**config.mk**
```make
export PLATFORM = sky130hd
export DESIGN_NAME = addsub8_cla_reg
export DESIGN_NICKNAME = d
export VERILOG_FILES = /design/src/rtl/addsub_pkg.sv /design/src/rtl/cla2_slice.sv /design/src/rtl/addsub8_cla_reg.sv
export SDC_FILE = /design/constraint.sdc
export NUM_CORES = 1
export LEC_CHECK = 0
export CORE_MARGIN = 8
export CORE_UTILIZATION = 30
export CTS_BUF_LIST = sky130_fd_sc_hd__clkbuf_4 sky130_fd_sc_hd__clkbuf_8
export DETAILED_ROUTE_END_ITERATION = 6
export DONT_BUFFER_PORTS = 1
export GPL_TIMING_DRIVEN = 0
export HOLD_SLACK_MARGIN = 0.03
export PLACE_DENSITY_LB_ADDON = 0.08
export SLEW_MARGIN = 25
export SYNTH_ARGS = -nofsm -noshare
export SYNTH_HDL_FRONTEND = slang
export SYNTH_SLANG_ARGS = --single-unit
```
**constraint.sdc**
```tcl
create_clock -name clk -period 3.2 [get_ports clk]
set_input_delay 0 -clock clk [delete_from_list [all_inputs] [get_ports clk]]
set_output_delay 0 -clock clk [all_outputs]
set_load 0.05 [all_outputs]
```
**src/rtl/addsub_pkg.sv**
```systemverilog
// Shared constants for the registered CLA adder/subtractor.
package addsub_pkg;
    localparam logic OP_ADD = 1'b0;
    localparam logic OP_SUB = 1'b1;
    localparam int ADDSUB_WIDTH = 8;
endpackage

```
**src/rtl/cla2_slice.sv**
```systemverilog
// Two-bit carry-lookahead slice: both carries come straight from generate/propagate terms.
module cla2_slice (
    input  logic [1:0] a,
    input  logic [1:0] b,
    input  logic       cin,
    output logic [1:0] s,
    output logic [1:0] c
);
    logic [1:0] g;
    logic [1:0] p;

    assign g = a & b;
    assign p = a ^ b;

    assign c[0] = g[0] | (p[0] & cin);
    assign c[1] = g[1] | (p[1] & g[0]) | (p[1] & p[0] & cin);

    assign s[0] = p[0] ^ cin;
    assign s[1] = p[1] ^ c[0];
endmodule

```
**src/rtl/addsub8_cla_reg.sv**
```systemverilog
// Registered two's-complement add/subtract on chained 2-bit CLA slices.
// Define ADDSUB_STATUS_FLAGS_EN to add registered zero/neg status outputs.
module addsub8_cla_reg
    import addsub_pkg::*;
#(
    parameter int WIDTH = ADDSUB_WIDTH
) (
    input  logic             clk,
    input  logic             rst_n,
    input  logic             in_valid,
    input  logic [WIDTH-1:0] a,
    input  logic [WIDTH-1:0] b,
    input  logic             m,
    output logic             out_valid,
    output logic [WIDTH-1:0] s,
    output logic             cout,
`ifdef ADDSUB_STATUS_FLAGS_EN
    output logic             zero,
    output logic             neg,
`endif
    output logic             ovr
);
    logic [WIDTH-1:0] bx;
    logic [WIDTH-1:0] sum;
    // carry[i] is the carry into bit i; carry[WIDTH] is the MSB carry out.
    logic [WIDTH:0]   carry;

    assign bx       = b ^ {WIDTH{m}};
    assign carry[0] = m;

    generate
        for (genvar gi = 0; gi < WIDTH / 2; gi++) begin : g_slice
            cla2_slice u_slice (
                .a   (a[2*gi+1 -: 2]),
                .b   (bx[2*gi+1 -: 2]),
                .cin (carry[2*gi]),
                .s   (sum[2*gi+1 -: 2]),
                .c   (carry[2*gi+2 -: 2])
            );
        end
    endgenerate

    always_ff @(posedge clk) begin
        if (!rst_n) begin
            out_valid <= 1'b0;
            s         <= '0;
            cout      <= 1'b0;
            ovr       <= 1'b0;
`ifdef ADDSUB_STATUS_FLAGS_EN
            zero      <= 1'b0;
            neg       <= 1'b0;
`endif
        end else begin
            out_valid <= in_valid;
            if (in_valid) begin
                s    <= sum;
                cout <= carry[WIDTH];
                ovr  <= carry[WIDTH-1] ^ carry[WIDTH];
`ifdef ADDSUB_STATUS_FLAGS_EN
                zero <= (sum == '0);
                neg  <= sum[WIDTH-1];
`endif
            end
        end
    end
endmodule

```
# Word-level counts from Yosys, hierarchy flattened
# Cells that the tools add are included.
dict set report word_totals {
  ff_bits 11
  input_bits 20
  wordCells 50
  output_inout_bits 11
}
dict set report classes {
  bitwise_logic 46
}
# cell n
set ops {}
lappend ops {{bitwise AND 1 bit} 16}
lappend ops {{bitwise OR 1 bit} 12}
lappend ops {{XOR 1 bit} 9}
lappend ops {{bitwise AND 2 bit} 4}
lappend ops {{XOR 2 bit} 4}
lappend ops {{XOR 8 bit} 1}

# Depth between registers and ports, before layout
dict set report logic_depth {
  word_depth 12
  ltp_mapped 12
  ltp_nobuf 11
}

# Cells and area by module
# Synthesis repeated with hierarchy kept, for this count alone.
dict set report hier_totals {
  hier_cells 72
  area_unflattened_um2 753.2
}
# mod cells_per_inst n_inst area_per_inst_um2 seq_area_each_um2
set by_module_without_submodules {}
lappend by_module_without_submodules {addsub8_cla_reg 44 1 483.0 220.2}
lappend by_module_without_submodules {cla2_slice 7 4 67.6 0.0}

# Least setup slack after synthesis
# Ideal clock, no wire load.
dict set report synth_timing {
  path_kind {input to register}
  start {input m}
  end {register s[7]}
  t_arrival_ps 1824
  setup_slack_ps 1260
  path_stages 12
  n_path_buf 1
  path_cell_list {buf_6 -> xor2_1 -> ha_1 -> a21o_1 -> nand2_1 -> o21ai_2 -> a21boi_0 -> fa_1 -> xor2_1 -> nor2_1 -> a21oi_1 -> nor2b_1}
}
dict set report synth_via {
  elab_chain_cells 12
  elab_cells_between_ends 27
}
# element line
set synth_lines {}
lappend synth_lines {{start: declaration} addsub8_cla_reg.sv:13} ;# input logic m,
lappend synth_lines {{XOR 8 bit} addsub8_cla_reg.sv:28} ;# assign bx = b ^ {WIDTH{m}};
lappend synth_lines {{XOR 2 bit or bitwise AND 2 bit (tied branches)} {cla2_slice.sv:13, cla2_slice.sv:12}}
lappend synth_lines {{bitwise AND 1 bit} cla2_slice.sv:16} ;# assign c[1] = g[1] | (p[1] & g[0]) | (p[1] & p[0] & cin);
lappend synth_lines {{bitwise OR 1 bit or bitwise AND 1 bit (tied branches)} cla2_slice.sv:16}
lappend synth_lines {{bitwise OR 1 bit} cla2_slice.sv:16}
lappend synth_lines {{bitwise AND 1 bit} cla2_slice.sv:16}
lappend synth_lines {{bitwise OR 1 bit} cla2_slice.sv:16}
lappend synth_lines {{bitwise AND 1 bit} cla2_slice.sv:16}
lappend synth_lines {{bitwise OR 1 bit} cla2_slice.sv:16}
lappend synth_lines {{bitwise AND 1 bit} cla2_slice.sv:15} ;# assign c[0] = g[0] | (p[0] & cin);
lappend synth_lines {{bitwise OR 1 bit} cla2_slice.sv:15}
lappend synth_lines {{XOR 1 bit (*)} cla2_slice.sv:19} ;# assign s[1] = p[1] ^ c[0];
lappend synth_lines {{end signal: assignment} addsub8_cla_reg.sv:56} ;# s <= sum;
lappend synth_lines {{end: declaration} addsub8_cla_reg.sv:15} ;# output logic [WIDTH-1:0] s,
# Mark *: on every way between the ends. The rest lies on a longest branch, timed or not.
# A chain may end at the register's enable or synchronous reset.

# Final worst setup path
# Ends and elaborated chain as after synthesis.

==> flow_metrics.tcl <==
set metrics [dict create \
    status "complete, no violations" \
    total_power_uw 456 \
    yosysWarnings 0 \
    grt_first_pass_wirelength_um 2550 \
    clock_skew_ns 0 \
    synth.avg_cell_area_um2 9.95 \
    p_per_area_nw_per_um2 510 \
    h-tree-depth 1 \
    final_cell_area_um2 895 \
    ys_seq_area_frac 0.270 \
    cts_tree "yes" \
    final_util 0.336 \
    ys_types 30 \
    rsz0062_at_grt "no" \
    ios 31 \
    cts-buffers-inserted 3 \
    synth-main-ff-cell "dfxtp_1" \
    via_count 569 \
    critical_path.max_fanout 10 \
    routed_wl_um 1660 \
    wl_per_cell_um 14.0 \
    min_period_ns 1.84 \
    cts_setup_buffers 0 \
    syn_inst 82 \
    clk_pin_slew_ns 0.07 \
    core-area_um2 2660 \
    hold-worst-slack_ns 0.0673 \
    avgViaCountPerCell 4.82 \
    grt-ovfl-total 0 \
    place_inst 113 \
    finalSetupViolations 0 \
    cts-resized-gates 0 \
    diodes 0 \
    critPathLaunchType "input port" \
    dr.pass1.iters 2 \
    place_hpwl_um 1440 \
    hold_violations 0 \
    holdCritPathClass "input port to flip-flop" \
    p_int_uw 276 \
    fin_crit_sh 0.577 \
    pwr-share-comb 0.287 \
    cts.sink_count 11 \
    path_class "input port to flip-flop" \
    syn_nets 113 \
    clk_latency_ns 0.26 \
    fin_tns_setup_ns 0 \
    gp_congestion 0.676 \
    synthArstFlopShare 0 \
    start_util 0.306 \
    drc_errors 0 \
    required_ns 3.36 \
    final_cells 118 \
    synth.top_cell.area_share 0.270 \
    nets 119 \
    drive_above_1_share 0.172 \
    fp.dieW_um 68.1 \
    slew_headroom 0.642 \
    power.share.switching 0.394 \
    pre_cts_slack_ns 1.06 \
    p_leak_nw 0.424 \
    synth_area_um2 816 \
    ys_seq_elements 11 \
    cp.arrival_ns 2.00 \
    antenna_found_initial 0 \
    synth_edf_count 0 \
    worst_slack_ns 1.36 \
    port-buffer-count 0 \
    end_kind "flip-flop" \
    post-synth-top-area-cell "dfxtp_1" \
    clkPwrFrac 0.222 \
    layout_commonest_cell "dfxtp_1" \
    fmax_ghz 0.542 \
    grt_max_degree 11 \
    clk_path_buf_depth 2 \
    track_usage 0.0740 \
    tightestPinTransition_ns 0.536 \
    holdBufCountCts 1 \
    place_area_um2 855 \
    layout_common_cells "dfxtp_1, xor2_1, ha_1, nand2_1, mux2i_1" \
    drv_cap 0 \
    die_area_um2 4640 \
    switching_power_uw 180 \
    seqPwrFrac 0.490 \
    die_h_um 68.1 \
    grt_pass1_vias 565 \
    clock_tree.root_cell "clkbuf_4" \
    area_growth_pct 9.66 \
    slew_violations 0 \
    postRouteAntennaNets 0 \
    synthTopCellsByArea "dfxtp_1, ha_1, xor2_1" \
    drtIter0Drc 15 \
    ir_worst_vdd_mv 0.255 \
    num_rows 19 \
]
## flip-flops by register name, indices dropped and copies added, names as in the netlist
register   cells
s              8
ovr            1
out_valid      1
cout           1
## worst max-delay path, stage by stage
cell,delay (ns)
buf_6,0.13
xor2_1,0.16
ha_1,0.31
a21o_1,0.12
nand2_1,0.07
o21ai_2,0.23
a21boi_0,0.17
fa_1,0.43
xor2_1,0.16
nor2_1,0.05
a21oi_1,0.11
nor2b_1,0.06
## cell usage after synthesis, types with 2 or more instances
cell type and number:
nor2_1 2, ha_1 8, dfxtp_1 11, nor2b_1 4
a21o_1 2, inv_1 2, a21oi_1 2, a21oi_2 2
and2_1 2, nand2_1 7, fa_1 3, xor2_1 9
mux2i_1 5, xnor2_1 4, o211a_1 4
## cell type report
| type | instances | area (um2) |
|---|---|---|
| Multi-Input combinational cell | 64 | 557 |
| Inverter | 3 | 11.3 |
| Sequential cell | 11 | 220 |
| Fill cell | 308 | 1770 |
| Tap cell | 31 | 38.8 |
| Timing Repair Buffer | 1 | 10.0 |
| Buffer | 4 | 27.5 |
| Clock buffer | 4 | 30.0 |
## layer usage
layer,vias up,GRT usage,share of wire
met5,-,0,0
li1,286,-,-
met4,0,0.0460,0.015
met1,261,0.0701,0.39
met3,4,0.0409,0.11
met2,18,0.123,0.48
## cells by family (layout without fill, tap and decap cells)
family                     after synthesis  after routing  synth area share
buffers and inverters                    7             12            0.0475
xor gates and xnor gates                13             13             0.140
adders and majority gates               11             11             0.196
and+or+nand+nor                         19             19             0.127
AOI/OAI and AO/OA                       16             16             0.158
DFF                                     11             11             0.270
muxes                                    5              5            0.0614
## worst paths after layout
check	from	to	slack [ns]	depth (start not counted)
worst max register to register	ovr$_SDFFE_PN0P_	ovr$_SDFFE_PN0P_	2.08	3
worst min-delay path	in_valid	s[1]$_SDFFE_PN0P_	0.07	3
worst min register to register	s[1]$_SDFFE_PN0P_	s[1]$_SDFFE_PN0P_	0.78	2
worst max-delay path	m	s[7]$_SDFFE_PN0P_	1.36	12
## power by group through the flow
stage,Combinational (mW),Sequential (mW),Clock (mW)
2_1_floorplan,0.111,0.223,0
3_3_place_gp,0.132,0.228,0
3_5_place_dp,0.133,0.229,0
4_1_cts,0.135,0.225,0.107
5_1_grt,0.149,0.226,0.117
6_report,0.131,0.224,0.101
(Power assumes the default switching activity.)
